$ cat config.mk
export PLATFORM = sky130hd
export DESIGN_NAME = lcd12864_rx
export DESIGN_NICKNAME = d
export VERILOG_FILES = /design/src/rtl/lcd12864_rx.sv
export SDC_FILE = /design/constraint.sdc
export NUM_CORES = 1
export LEC_CHECK = 0
export CELL_PAD_IN_SITES_DETAIL_PLACEMENT = 1
export CELL_PAD_IN_SITES_GLOBAL_PLACEMENT = 1
export CORE_MARGIN = 2
export CORE_UTILIZATION = 50
export CTS_CLUSTER_SIZE = 20
export DETAILED_ROUTE_END_ITERATION = 12
export PLACE_DENSITY_LB_ADDON = 0.1
export SKIP_CTS_REPAIR_TIMING = 1
export SLEW_MARGIN = 20
export SYNTH_ARGS = -nofsm -noshare
export SYNTH_HDL_FRONTEND = slang
export SYNTH_SLANG_ARGS = --single-unit
export TNS_END_PERCENT = 30
$ cat constraint.sdc
create_clock -name clk -period 7.8 [get_ports clk]
set_input_delay 1.95 -clock clk [delete_from_list [all_inputs] [get_ports clk]]
set_output_delay 1.95 -clock clk [all_outputs]
set_load 0.005 [all_outputs]
$ cat src/rtl/lcd12864_rx.sv
`default_nettype none
// ============================================================================
// Module   : lcd12864_rx
// Brief    : Panel-side receiver for the ST7920-style LCD12864 8-bit parallel
//            write bus. Decodes the basic instruction set and keeps a 64-byte
//            DDRAM shadow, address counter and display-control state.
// Revision : 1.0 - initial release
// ============================================================================
module lcd12864_rx #(
  parameter int SYNC_STAGES = 2,   // input synchronizer depth (>= 2)
  parameter int BUSY_CYC    = 16,  // busy hold after a normal byte
  parameter int CLR_CYC     = 64   // busy hold after clear (>= 64)
) (
  input  logic       clk,
  input  logic       rst_n,
  input  logic       lcd_rs,
  input  logic       lcd_rw,
  input  logic       lcd_en,
  input  logic [7:0] lcd_dat,
  input  logic [5:0] rd_addr,
  output logic [7:0] rd_data,
  output logic       cmd_stb,
  output logic [7:0] cmd_byte,
  output logic       wr_stb,
  output logic [5:0] wr_addr,
  output logic [7:0] wr_data,
  output logic [5:0] addr_cnt,
  output logic       busy,
  output logic       display_on,
  output logic       cursor_on,
  output logic       blink_on,
  output logic       overrun_err,
  output logic       unsup_err
);

  // The clear fill needs 64 cycles, so busy after clear never drops below that.
  localparam int CLR_TOT = (CLR_CYC < 64) ? 64 : CLR_CYC;
  localparam int CNT_MAX = (CLR_TOT > BUSY_CYC) ? CLR_TOT : BUSY_CYC;
  localparam int CW      = $clog2(CNT_MAX + 1);

  typedef enum logic [1:0] {
    ST_IDLE = 2'd0,
    ST_BUSY = 2'd1,
    ST_FILL = 2'd2
  } state_t;

  // Synchronizer word layout: {rs, rw, en, dat[7:0]}
  logic [10:0] sync_q [SYNC_STAGES];
  logic        en_prev_q;

  state_t      state_q, state_d;
  logic [CW-1:0] cnt_q, cnt_d;
  logic [6:0]  fill_q, fill_d;      // bit 6 set once all 64 bytes are filled
  logic [5:0]  addr_q, addr_d;
  logic        inc_q, inc_d;
  logic        ext_q, ext_d;
  logic        disp_q, disp_d;
  logic        cur_q, cur_d;
  logic        blink_q, blink_d;
  logic        ovr_q, ovr_d;
  logic        unsup_q, unsup_d;
  logic        cmd_stb_q, cmd_stb_d;
  logic [7:0]  cmd_byte_q, cmd_byte_d;
  logic        wr_stb_q, wr_stb_d;
  logic [5:0]  wr_addr_q, wr_addr_d;
  logic [7:0]  wr_data_q, wr_data_d;
  logic [7:0]  rd_data_q;

  logic [7:0]  mem_q [64];
  logic        mem_we;
  logic [5:0]  mem_waddr;
  logic [7:0]  mem_wdata;

  logic        s_rs, s_rw, s_en;
  logic [7:0]  s_dat;
  logic        fall, take, drop;

  assign s_rs  = sync_q[SYNC_STAGES-1][10];
  assign s_rw  = sync_q[SYNC_STAGES-1][9];
  assign s_en  = sync_q[SYNC_STAGES-1][8];
  assign s_dat = sync_q[SYNC_STAGES-1][7:0];

  // rw=1 strobes are reads from the panel and are ignored entirely.
  assign fall = en_prev_q & ~s_en & ~s_rw;
  assign take = fall & (state_q == ST_IDLE);
  assign drop = fall & (state_q != ST_IDLE);

  // Bring the asynchronous bus into the clk domain and remember the last en.
  always_ff @(posedge clk or negedge rst_n) begin
    if (!rst_n) begin
      for (int i = 0; i < SYNC_STAGES; i++) sync_q[i] <= '0;
      en_prev_q <= 1'b0;
    end else begin
      sync_q[0] <= {lcd_rs, lcd_rw, lcd_en, lcd_dat};
      for (int i = 1; i < SYNC_STAGES; i++) sync_q[i] <= sync_q[i-1];
      en_prev_q <= s_en;
    end
  end

  // Decode accepted bytes, sequence busy/clear, and drive the shadow write port.
  always_comb begin
    state_d    = state_q;
    cnt_d      = cnt_q;
    fill_d     = fill_q;
    addr_d     = addr_q;
    inc_d      = inc_q;
    ext_d      = ext_q;
    disp_d     = disp_q;
    cur_d      = cur_q;
    blink_d    = blink_q;
    ovr_d      = ovr_q;
    unsup_d    = unsup_q;
    cmd_stb_d  = 1'b0;
    cmd_byte_d = cmd_byte_q;
    wr_stb_d   = 1'b0;
    wr_addr_d  = wr_addr_q;
    wr_data_d  = wr_data_q;
    mem_we     = 1'b0;
    mem_waddr  = addr_q;
    mem_wdata  = s_dat;

    case (state_q)
      ST_BUSY: begin
        cnt_d = cnt_q - CW'(1);
        if (cnt_q == CW'(1)) state_d = ST_IDLE;
      end
      ST_FILL: begin
        cnt_d = cnt_q - CW'(1);
        if (!fill_q[6]) begin
          mem_we    = 1'b1;
          mem_waddr = fill_q[5:0];
          mem_wdata = 8'h20;
          fill_d    = fill_q + 7'd1;
          if (fill_q[5:0] == 6'd63) begin
            addr_d = 6'd0;
            inc_d  = 1'b1;
          end
        end
        if (cnt_q == CW'(1)) state_d = ST_IDLE;
      end
      default: ;
    endcase

    if (drop) ovr_d = 1'b1;

    if (take) begin
      state_d = ST_BUSY;
      cnt_d   = CW'(BUSY_CYC);
      if (s_rs) begin
        mem_we    = 1'b1;
        wr_stb_d  = 1'b1;
        wr_addr_d = addr_q;
        wr_data_d = s_dat;
        addr_d    = inc_q ? addr_q + 6'd1 : addr_q - 6'd1;
      end else begin
        cmd_stb_d  = 1'b1;
        cmd_byte_d = s_dat;
        if (ext_q && (s_dat[7:5] != 3'b001)) begin
          // Extended set is not emulated; only function set may leave it.
          unsup_d = 1'b1;
        end else if (s_dat == 8'h01) begin
          state_d = ST_FILL;
          cnt_d   = CW'(CLR_TOT);
          fill_d  = 7'd0;
        end else if (s_dat[7:1] == 7'b0000001) begin
          addr_d = 6'd0;
        end else if (s_dat[7:2] == 6'b000001) begin
          inc_d = s_dat[1];
        end else if (s_dat[7:3] == 5'b00001) begin
          disp_d  = s_dat[2];
          cur_d   = s_dat[1];
          blink_d = s_dat[0];
        end else if (s_dat[7:4] == 4'b0001) begin
          if (!s_dat[3]) addr_d = s_dat[2] ? addr_q + 6'd1 : addr_q - 6'd1;
        end else if (s_dat[7:5] == 3'b001) begin
          ext_d = s_dat[2];
        end else if (s_dat[7:6] == 2'b01) begin
          unsup_d = 1'b1;
        end else if (s_dat[7]) begin
          addr_d = {s_dat[4:0], 1'b0};
        end
      end
    end
  end

  // Control state register; reset aborts any clear fill in progress.
  always_ff @(posedge clk or negedge rst_n) begin
    if (!rst_n) begin
      state_q    <= ST_IDLE;
      cnt_q      <= '0;
      fill_q     <= 7'h40;
      addr_q     <= 6'd0;
      inc_q      <= 1'b1;
      ext_q      <= 1'b0;
      disp_q     <= 1'b0;
      cur_q      <= 1'b0;
      blink_q    <= 1'b0;
      ovr_q      <= 1'b0;
      unsup_q    <= 1'b0;
      cmd_stb_q  <= 1'b0;
      cmd_byte_q <= 8'h00;
      wr_stb_q   <= 1'b0;
      wr_addr_q  <= 6'd0;
      wr_data_q  <= 8'h00;
      rd_data_q  <= 8'h00;
    end else begin
      state_q    <= state_d;
      cnt_q      <= cnt_d;
      fill_q     <= fill_d;
      addr_q     <= addr_d;
      inc_q      <= inc_d;
      ext_q      <= ext_d;
      disp_q     <= disp_d;
      cur_q      <= cur_d;
      blink_q    <= blink_d;
      ovr_q      <= ovr_d;
      unsup_q    <= unsup_d;
      cmd_stb_q  <= cmd_stb_d;
      cmd_byte_q <= cmd_byte_d;
      wr_stb_q   <= wr_stb_d;
      wr_addr_q  <= wr_addr_d;
      wr_data_q  <= wr_data_d;
      rd_data_q  <= mem_q[rd_addr];
    end
  end

  // Shadow RAM write port; contents are not reset (undefined until a clear).
  always_ff @(posedge clk) begin
    if (mem_we) mem_q[mem_waddr] <= mem_wdata;
  end

  assign rd_data     = rd_data_q;
  assign cmd_stb     = cmd_stb_q;
  assign cmd_byte    = cmd_byte_q;
  assign wr_stb      = wr_stb_q;
  assign wr_addr     = wr_addr_q;
  assign wr_data     = wr_data_q;
  assign addr_cnt    = addr_q;
  assign busy        = (state_q != ST_IDLE);
  assign display_on  = disp_q;
  assign cursor_on   = cur_q;
  assign blink_on    = blink_q;
  assign overrun_err = ovr_q;
  assign unsup_err   = unsup_q;

endmodule
`default_nettype wire
# == Word-level counts from Yosys, hierarchy flattened ==
# Memory sizes are Yosys's and may differ from the RTL's. A register that Yosys moved wholly into a read port is not among the register bits.
# Index checks and enable logic that the tools add are counted.
# totals
n_memories,1
in_bits,19
register_bits,76
wordCells,134
output_inout_bits,44
ram_bits,512
# op_classes
n_eq_ne,18
reduce_logical,14
n_addsub,4
bitwise_logic,13
mux,65
# memory_table
memory,words,width,rd,rd_ports_with_merged_regs,write_ports,line_no,rtl
mem_q,64,8,1,1,1,69,logic [7:0] mem_q [64];
# op_table
operator,n
6-bit 2-to-1 mux,19
7-bit 2-to-1 mux,11
1-bit 2-to-1 mux,27
9-bit AND reduction,2
8-bit 2-to-1 mux,2
7-bit by 1-bit equality test with 1-bit output (second input constant),2
2-bit 2-to-1 mux,6
2-bit inequality test (second input constant),6
1-bit inverter,9
8-bit by 1-bit equality test with 1-bit output (second input constant),1
2-bit nonzero test,4
7-bit by 1-bit adder with 7-bit output (second input constant),1
7-bit AND reduction,1
7-bit by 1-bit subtractor with 7-bit output (second input constant),1
6-bit by 1-bit adder with 6-bit output (second input constant),1
6-bit by 1-bit equality test with 1-bit output (second input constant),1
6-bit equality test (second input constant),1
2-bit AND reduction,3
6-bit by 1-bit subtractor with 6-bit output (second input constant),1
5-bit by 1-bit equality test with 1-bit output (second input constant),1
1-bit bitwise AND,4
2-bit by 1-bit equality test with 1-bit output (second input constant),2
4-bit by 1-bit equality test with 1-bit output (second input constant),1
3-bit by 1-bit equality test with 1-bit output (second input constant),1
6 further kinds,6

# == Longest topological paths before layout ==
# depth
word_depth,15
mapped_depth,9
ltp_nobuf,8

# == Worst setup path before layout ==
# No wires, ideal clock.
# synth_timing
kind,input to register
from,input port rd_addr[0]
to,"register rd_data_q[4], in the netlist rd_data[4] (read register of mem_q)"
setup_ps,121
n_path_buf,4
cell_stages,8
arrival_time_ps,3785
required_time_ps,7679
setup_slack_ps,3894
cell_sequence,buf_2 buf_6 buf_4 buf_2 mux4_2 o221ai_1 o21ai_0 a22o_1
# synth_rtl
item,line_no,rtl
"start, declared",20,"input logic [5:0] rd_addr,"
"end, declared",67,logic [7:0] rd_data_q;

==> summary.md <==
| Metric | Value |
|---|---|
| Status | finished clean |
| Io pins | 63 |
| Yosys synthesis warning count | 0 |
| TritonCTS Buffers | 60 |
| Skew-Pair Late Insertion Delay | approximately 0.62 ns |
| Commonest cells after routing, fill and taps aside | 512 x edfxtp_1, 128 x mux4_2, 101 x nor2_1 |
| R2R depth | 10 |
| CTS H-tree lvls | 2 |
| # setup viols final | 0 |
| Post-Syn Area | 23700 um2 |
| Pin count of the biggest net entering global routing | 67 |
| Fmax | 219 MHz |
| FF-to-FF End | mem_q[17][3] |
| Area of the core | 46700 um2 |
| Min-delay worst type | flip-flop to flip-flop |
| DRC violation count after routing | 0 |
| Clock buffer depth | 3 |
| Final core utilization | 57.5% |
| Final Slew Violations | 0 |
| Share of cells above drive strength 1 | 18.4% |
| Final Skew | 0.0160 ns |
| Die Wd | 222 um |
| Antenna Nets Post-Route | 0 |
| Cell area after layout | 26800 um2 |
| Initial DRC Count | 1162 |
| Hold_sp | sync_q[16] |
| Synth Area in Simple Gates | 6.74% |
| #FFs+latches synth | 596 |
| Synth Flop Type | edfxtp_1 |
| Final worst-path cycle share | between 50% and 60% |
| Cells after synthesis | 1316 |
| Full die area | 49200 um2 |
| Wire length reported by the detailed router | 59.5 mm |
| CTS Sinks | 596 |
| Vias per inst | 6.15 |
| Ant. Diodes | 0 |
| Largest family of logic cells by synthesized area | multiplexers |
| Kind of critical path | primary input to flip-flop |
| Setup TNS | 0 ns |
| Die Y | roughly 220 um |
| Worst-margin pin slew | roughly 1.0 ns |
| Initial Util | around half |
| CTS root buf | clkbuf_16 |
| CP max FO | 57 |
| Grt ovf | 0 |
| RSZ-0062 raised after global routing | no |
| Post-layout min period | 4.56 ns |
| R2r setup slk | 3.81 ns |
| Std cell rows | 79 |
| Number of synthesized flops with an enable pin | 512 |
| Leak Pwr | 8.82 nW |
| Worst EP arrival | 5.12 ns |
| Reg clk slew, reported paths | 0.06 ns |
| Via count | 12600 |
| Hold path depth | 0 |
| Tot GR Track Use | 25.1% |
| Commonest non-fill, non-tap cell in the layout | edfxtp_1 |
| Area grow syn2layout | 13.0% |
| Worst vdd ir | around 0.00019 V |
| DRT Pass-1 Iters | 7 |
| Worst hold slack | 0.347 ns |
| Compound-Gate Fraction of Synth Area | approximately 3.7% |
| Critical path endpoint category | flip-flop |
| Slew headroom | 30.6% |
| Pwr/cell area | 270 nW/um2 |
| Worst Hold End | s_dat[5] |
| CTS tree | built |
| Gp weighted congestion | about 0.8 |
| Buffers on Ports | 62 |
| Wire per inst | 29.1 um |
| Ys async rst share | 14.1% |
| Area share of fa/ha/maj cells after synthesis | 0.369% |
| Register area share after synthesis | 73.7% |
| First-pass GRT wire length | ~90 mm |
| Synth Area in XOR/XNOR | 0.591% |
| Final Hold Vio Count | 0 |
| Required time of the worst setup path | ~8.4 ns |
| Number of global-route vias before repair | 13400 |
| Net count after synthesis | 1342 |
| Maxcap violations | 0 |
| Final HPWL DP | 36.4 mm |
| Reg2reg start | state_q[0] |
| Nets | 1415 |
| Synth unique cells | 67 |
| CP Launch Type | primary input |
| DP Area | 24900 um2 |
| Initial antenna violation count | 0 |
| Syn avg cell area | ~18 um2 |
| Multiplexer area fraction after synthesis | 13.1% |
==> through the flow <==
step / power, mW / instances / setup WS (ns)
detailed placement: 4.53 / 1934 / 2.55
floorplan: 4.15 / 1316 / 3.89
CTS: 7.29 / 2043 / 3.21
finish: 7.24 / 2043 / 3.24
global placement: 4.51 / 1934 / 2.56
global route: 7.50 / 2043 / 3.08
==> worst max-delay path by stage <==
stage                from          to  cells after the start
3_5_place_dp   rd_addr[1]  rd_data[1]                      7
2_1_floorplan  rd_addr[0]  rd_data[4]                      8
6_report       rd_addr[1]  rd_data[1]                      7
5_1_grt        rd_addr[1]  rd_data[1]                      7
4_1_cts        rd_addr[1]  rd_data[1]                      7
3_3_place_gp   rd_addr[1]  rd_data[1]                      7
==> power by group <==
| part | internal, mW | switching, mW |
|---|---|---|
| sequential | 3.57 | 0.127 |
| combinational | 0.361 | 0.409 |
| clock | 1.57 | 1.19 |
| total | 5.51 | 1.73 |
==> flip-flops by register name, summed over array words and instances (netlist names), 2 cells and up <==
signal and flops:
wr_addr 6, cnt_q 7, state_q 2, wr_data 8
addr_cnt 6, s_dat 8, rd_data 8, cmd_byte 8
mem_q 512, sync_q 11, fill_q 7
==> critical path, stage by stage <==
cell and delay, ns:
buf_4 0.72, buf_4 0.74, mux4_2 0.34, nor2_1 0.04
or4_1 0.53, nor4_1 0.51, or3_1 0.21
==> layer usage <==
metal / vias to the layer above / routed length (um) / part of all wire [%] / track usage [%]
met5: - / 0 / 0 / 0
met2: 396 / 28100 / 47 / 38.7
met3: 80 / 4310 / 7.2 / 6.04
met1: 6711 / 25800 / 43 / 36.2
li1: 5379 / - / - / -
met4: 0 / 1340 / 2.3 / 6.50
==> cells by family (layout without fill, tap and decap cells) <==
kind of cell | count (synthesis) | in the layout
flip-flops | 596 | 596
AND/OR/NAND/NOR | 331 | 331
multiplexers | 150 | 150
AO/OA/AOI/OAI | 130 | 130
buffers and inverters | 86 | 206
XOR/XNOR | 16 | 16
adder cells (fa/ha/maj) | 7 | 7
==> cell usage after synthesis (3+ instances only) <==
cell type    n  area, um2
a31oi_1      9       56.3
nor4_1       8       50.1
nor2_1     104        390
ha_1         7       87.6
buf_4       14        105
o21ai_0     23        115
and2_1       6       37.5
buf_2       17       85.1
a211o_1      3       26.3
a211oi_1     6       45.0
inv_1       12       45.0
o2111ai_1    3       26.3
mux2_2      12        135
buf_6        3       33.8
buf_1        3       11.3
nand2_1    100        375
edfxtp_1   512      15400
o221ai_1     5       43.8
dfrtp_1     82       2050
a22oi_1      5       37.5
o22ai_1     24        150
clkbuf_1    34        128
nor4b_1      4       35.0
nand4_1      6       37.5
xnor2_1      8       70.1
o22a_1       3       26.3
o31ai_1      5       37.5
nor2b_1     15       93.8
nand3_1     16       80.1
mux2i_1     10        100
mux4_2     128       2880
nand2b_1    11       68.8
nand3b_1     9       67.6
nor3_1      16       80.1
a21oi_1     14       70.1
or3_1       13       81.3
or2_2        4       25.0
o21bai_1     4       30.0
or4_1        6       45.0
clkinv_1     3       11.3
a22o_1       4       35.0
xor2_1       8       70.1
==> area by class of cell <==
class                      count  area [um2]
fill                        4106       19800
sequential                   596       17500
multi-input combinational    634        5880
clock buffer                  75        1600
timing repair buffer          82         777
tap                          607         759
clock inverter                34         269
inverter                      15        56.3
Power figures use the tool's default switching activity.
==> edit 1 (config.mk and constraints unchanged) <==
The parameter `BUSY_CYC` goes from 16 to 64.
--- a/src/rtl/lcd12864_rx.sv
+++ b/src/rtl/lcd12864_rx.sv
@@ -8,7 +8,7 @@
 // ============================================================================
 module lcd12864_rx #(
   parameter int SYNC_STAGES = 2,   // input synchronizer depth (>= 2)
-  parameter int BUSY_CYC    = 16,  // busy hold after a normal byte
+  parameter int BUSY_CYC    = 64,  // busy hold after a normal byte
   parameter int CLR_CYC     = 64   // busy hold after clear (>= 64)
 ) (
   input  logic       clk,
Check against the original RTL: same outputs for any inputs over 4 cycles, from zero or initial values and one cycle with rst_n low; that may be too few to reach the edited logic, so the function may still have changed.
==> edit 1 against the original RTL <==
Cell area up 0.68%; die area increased by 1.1%; non-clock buffer count is 3 lower; area after synthesis up 1.1%; global-route usage decreased by 1.4 points; synthesized cell count shrank 1.7%; count of clock-buffer cells in the layout increased by 6; routed wire length shrank 3.7%; sequential share of layout area down 0.44 points; sequential cell count stayed put; sequential power about the same; power increased by 1.7%; critical path type unchanged; setup slack better by 0.35 ns.
==> edit 1: results <==
[place]
hpwl_um = 35100
port-buffer-count = 62
globalplace.congestion = 0.809

[drt]
wl_um = 57300
first_iter_violations = 972
firstDrtPassIters = 5
vias = 12300

[global_routing]
grt_usage_pct = 23.7
grt_pass1_wl_um = 86500
grt_start_max_net_pins = 65
grt_pass1_vias = 13000

[outcome]
status = "complete, no violations"

[die]
core_mm2 = 0.0475

[final_layout]
seqAreaFraction_pct = 64.7
final-nonclk-buf-share_pct = 2.78
inv_count = 13
clock_buffers = 81
multi_input_area_share_pct = 22.4
nNonClkBuffers = 79
design.seq.count = 596
final_net_count = 1391
multi_input_cells = 617
drive_gt1_share_pct = 19.4
clkCellAreaFrac_pct = 7.02
nFillCells = 4110

[critical_path]
crit_fanout = 54
max_stage_delay_ns = 0.61
cp.arrival_ns = 4.70

[power]
peakVddDrop_v = 0.000202
p_leak_uw = 0.00896

[logic_synthesis]
yosys-top-cells-count = "512 x edfxtp_1, 103 x mux4_2, 88 x nor2_1, 82 x dfrtp_1, 56 x mux2i_1"
ys_seq_area_share_pct = 72.9
syn_nets = 1319
ys_types = 70
synth_area_leaders = "edfxtp_1 64%, mux4_2 9.7%, dfrtp_1 8.6%"

[clock_tree]
clk_latency_ns = 0.61
cts-root-buf = "clkbuf_16"
cts_buffers = 58

[timing]
slew_headroom_pct = 26.5
fin_skew_ns = 0.0214

[worst_hold_path]
min_from = "sync_q[17]"
==> edit 1: cell types whose count changed in the layout (fill, tap and decap cells not counted), moves of 15 or more <==
| cell | change |
|---|---|
| mux2_2 | +26 |
| mux2i_1 | +46 |
| mux4_2 | -25 |
| nor2_1 | -15 |
| nand2_1 | -52 |
==> edit 1: path summary, 6_finish.rpt <==
| path | slack [ns] | endpoint | cells after the start |
|---|---|---|---|
| setup / recovery | 3.59 | rd_data[4] | 7 |
| hold / removal | 0.35 | s_dat[6] | 0 |
| setup reg to reg | 3.74 | mem_q[55][7] | 7 |
| hold reg to reg | 0.35 | s_dat[6] | 0 |
| max in group asynchronous | 5.43 | sync_q[16] | 2 |
| min in group asynchronous | 1.35 | sync_q[20] | 1 |
==> edit 1: metal layers <==
layer,GRT usage [%],up-vias,part of all wire (%)
met5,0,-,0
met3,3.99,76,5.0
li1,-,5333,-
met1,34.3,6580,45
met2,37.6,301,48
met4,6.54,0,2.1
==> edit 1: stage by stage <==
stage / instances / area (um2) / setup WS [ns] / hold slack, ns
floorplan: 1293 / 24000 / 4.26 / 0.331
global placement: 1920 / 25100 / 2.92 / 0.332
detailed placement: 1920 / 25100 / 2.90 / 0.336
CTS: 2029 / 27000 / 3.55 / 0.347
global route: 2029 / 27000 / 3.39 / 0.351
finish: 2029 / 27000 / 3.59 / 0.348
==> edit 1: cell families after synthesis <==
| group | after synthesis | synth area share, % |
|---|---|---|
| xor+xnor | 19 | 0.694 |
| simple gates | 248 | 5.28 |
| mux | 208 | 15.0 |
| compound gates | 135 | 3.82 |
| flops | 596 | 72.9 |
| fa+ha+maj | 7 | 0.365 |
| buf+inv | 80 | 1.98 |
==> edit 1: power breakdown <==
group,internal (uW),switching (uW),leakage (uW)
clock network,1630,1170,0.000924
logic,403,455,0.00241
registers,3580,120,0.00563
==> edit 2 (same flow settings) <==
Without the edit above. The output `cmd_stb` loses its register stage (`cmd_stb_q` becomes a continuous assignment).
--- a/src/rtl/lcd12864_rx.sv
+++ b/src/rtl/lcd12864_rx.sv
@@ -197,7 +197,6 @@
       blink_q    <= 1'b0;
       ovr_q      <= 1'b0;
       unsup_q    <= 1'b0;
-      cmd_stb_q  <= 1'b0;
       cmd_byte_q <= 8'h00;
       wr_stb_q   <= 1'b0;
       wr_addr_q  <= 6'd0;
@@ -215,7 +214,6 @@
       blink_q    <= blink_d;
       ovr_q      <= ovr_d;
       unsup_q    <= unsup_d;
-      cmd_stb_q  <= cmd_stb_d;
       cmd_byte_q <= cmd_byte_d;
       wr_stb_q   <= wr_stb_d;
       wr_addr_q  <= wr_addr_d;
@@ -223,6 +221,8 @@
       rd_data_q  <= mem_q[rd_addr];
     end
   end
+
+  assign cmd_stb_q = cmd_stb_d;
 
   // Shadow RAM write port; contents are not reset (undefined until a clear).
   always_ff @(posedge clk) begin
Check against the original RTL: not equivalent (a bounded check fails within 4 cycles, from zero or initial values and one cycle with rst_n low).
==> edit 2 against the original RTL <==
The flow now finishes with violations (design-rule violations); register-to-register slack gained 0.12 ns; maximum frequency shrank 11%; area after synthesis decreased by 0.11%; die area down 0.10%; sequential share of layout area shrank 0.069 points; count of clock-buffer cells in the layout increased by 8; setup slack worse by 0.56 ns; cell area is essentially flat; critical path depth unchanged; power grew 0.75%; routed wire length is 1.7% lower; critical endpoint is now cmd_stb; clock power grew 2%; core utilization about the same; sequential cell count is 1 lower.
==> edit 2: results <==
[drt]
route.detailed.drc = 4
firstDrtPassIters = 9
first_iter_violations = 1138
wl_um = 58500
detail_route.vias_per_cell = 6.13

[critical_path]
worstSetupStartpoint = "state_q[0]"
rrSetupSlack_ns = 3.93
crit_fanout = 20
cp.arrival_ns = 3.18

[logic_synthesis]
synth_area_leaders = "edfxtp_1 65%, mux4_2 12%, dfrtp_1 8.6%"
synth_edf_count = 512
synth_xor_xnor_area_share_pct = 0.591
async_flop_share_pct = 13.9
ys_types = 67
synth_fa_ha_area_share_pct = 0.369
synth-compound-area-share_pct = 3.74
syn_nets = 1341
ys_warn_count = 0
synth_mux_area_share_pct = 13.2
yosys-top-cells-count = "512 x edfxtp_1, 128 x mux4_2, 104 x nor2_1, 100 x nand2_1, 81 x dfrtp_1"
ys_seq_area_share_pct = 73.6

[outcome]
status = "complete, but fails checks"
violations = "design-rule violations"

[global_routing]
grt_start_max_net_pins = 65
grt_pass1_vias = 13500
grt_pass1_wl_um = 89500
grt_usage_pct = 24.6
antenna_found_initial = 1

[power]
peakVddDrop_v = 0.000173
p_leak_uw = 0.00881

[place]
hpwl_um = 35800
port-buffer-count = 62
globalplace.congestion = 0.803

[timing]
fin_skew_ns = 0.0189
worst_slack_ns = 2.67
holdWs_ns = 0.349
worst_pin_slew_ns = 1.06

[clock_tree]
htreeDepth = 2
cts_buffers = 60
clk_latency_ns = 0.62
path_clk_slew_ns = 0.06
cts.path.max_buffers = 3
cts-root-buf = "clkbuf_16"

[die]
core_mm2 = 0.0467

[worst_hold_path]
min_from = "sync_q[20]"
min_path_type = "register to register"

[final_layout]
final_net_count = 1411
drive_gt1_share_pct = 18.9
reg.largest.list = "mem_q: 512 flops, sync_q: 11 flops"
==> edit 2: cell types whose count changed after synthesis <==
| cell | delta |
|---|---|
| dfrtp_1 | -1 |
==> edit 2: cells by family after synthesis <==
group                    after synthesis
AO/OA/AOI/OAI                        130
XOR/XNOR                              16
adder cells (fa/ha/maj)                7
buffers and inverters                 86
flip-flops                           595
multiplexers                         150
AND/OR/NAND/NOR                      331
==> edit 2: stage by stage <==
step | instances | instance area [um2] | util [%]
finish | 2044 | 26800 | 57.5
global route | 2043 | 26800 | 57.5
floorplan | 1315 | 23700 | -
global placement | 1930 | 24900 | 53.4
CTS | 2043 | 26800 | 57.5
detailed placement | 1930 | 24900 | 53.4
==> edit 2: where the power goes <==
group,total [uW],switching (uW),internal [uW]
registers,3690,126,3570
logic,778,418,360
clock network,2820,1200,1620
total,7290,1750,5540
==> edit 2: path summary, 6_finish.rpt <==
kind                                 to  cells past startpoint
max                             cmd_stb                      7
max in group asynchronous    rd_data[3]                      2
min in group asynchronous   cmd_byte[2]                      1
min reg2reg                        s_rw                      0
min                                s_rw                      0
max reg2reg                mem_q[19][1]                     10
==> edit 2: worst max-delay path: stages, from the launching register on <==
cell,delay [ns]
dfrtp_1,0.38
inv_1,0.08
ha_1,0.21
nor4bb_4,0.29
buf_4,0.29
nand2_1,0.40
clkinv_1,0.35
clkdlybuf4s50_1,0.55
==> edit 2: final cells by class <==
cell class	count	area (um2)
inverter	15	56.3
clock buffer	83	1620
antenna	1	2.50
sequential	595	17500
fill	4173	19800
clock inverter	30	294
multi-input combinational	634	5880
timing repair buffer	79	742
tap	607	759
==> edit 2: layer usage <==
layer | wire [um] | GRT usage (%) | up-vias
li1 | - | - | 5374
met1 | 25700 | 36.2 | 6667
met2 | 27900 | 38.8 | 400
met3 | 3470 | 3.90 | 88
met4 | 1440 | 6.73 | 0
met5 | 0 | 0 | -
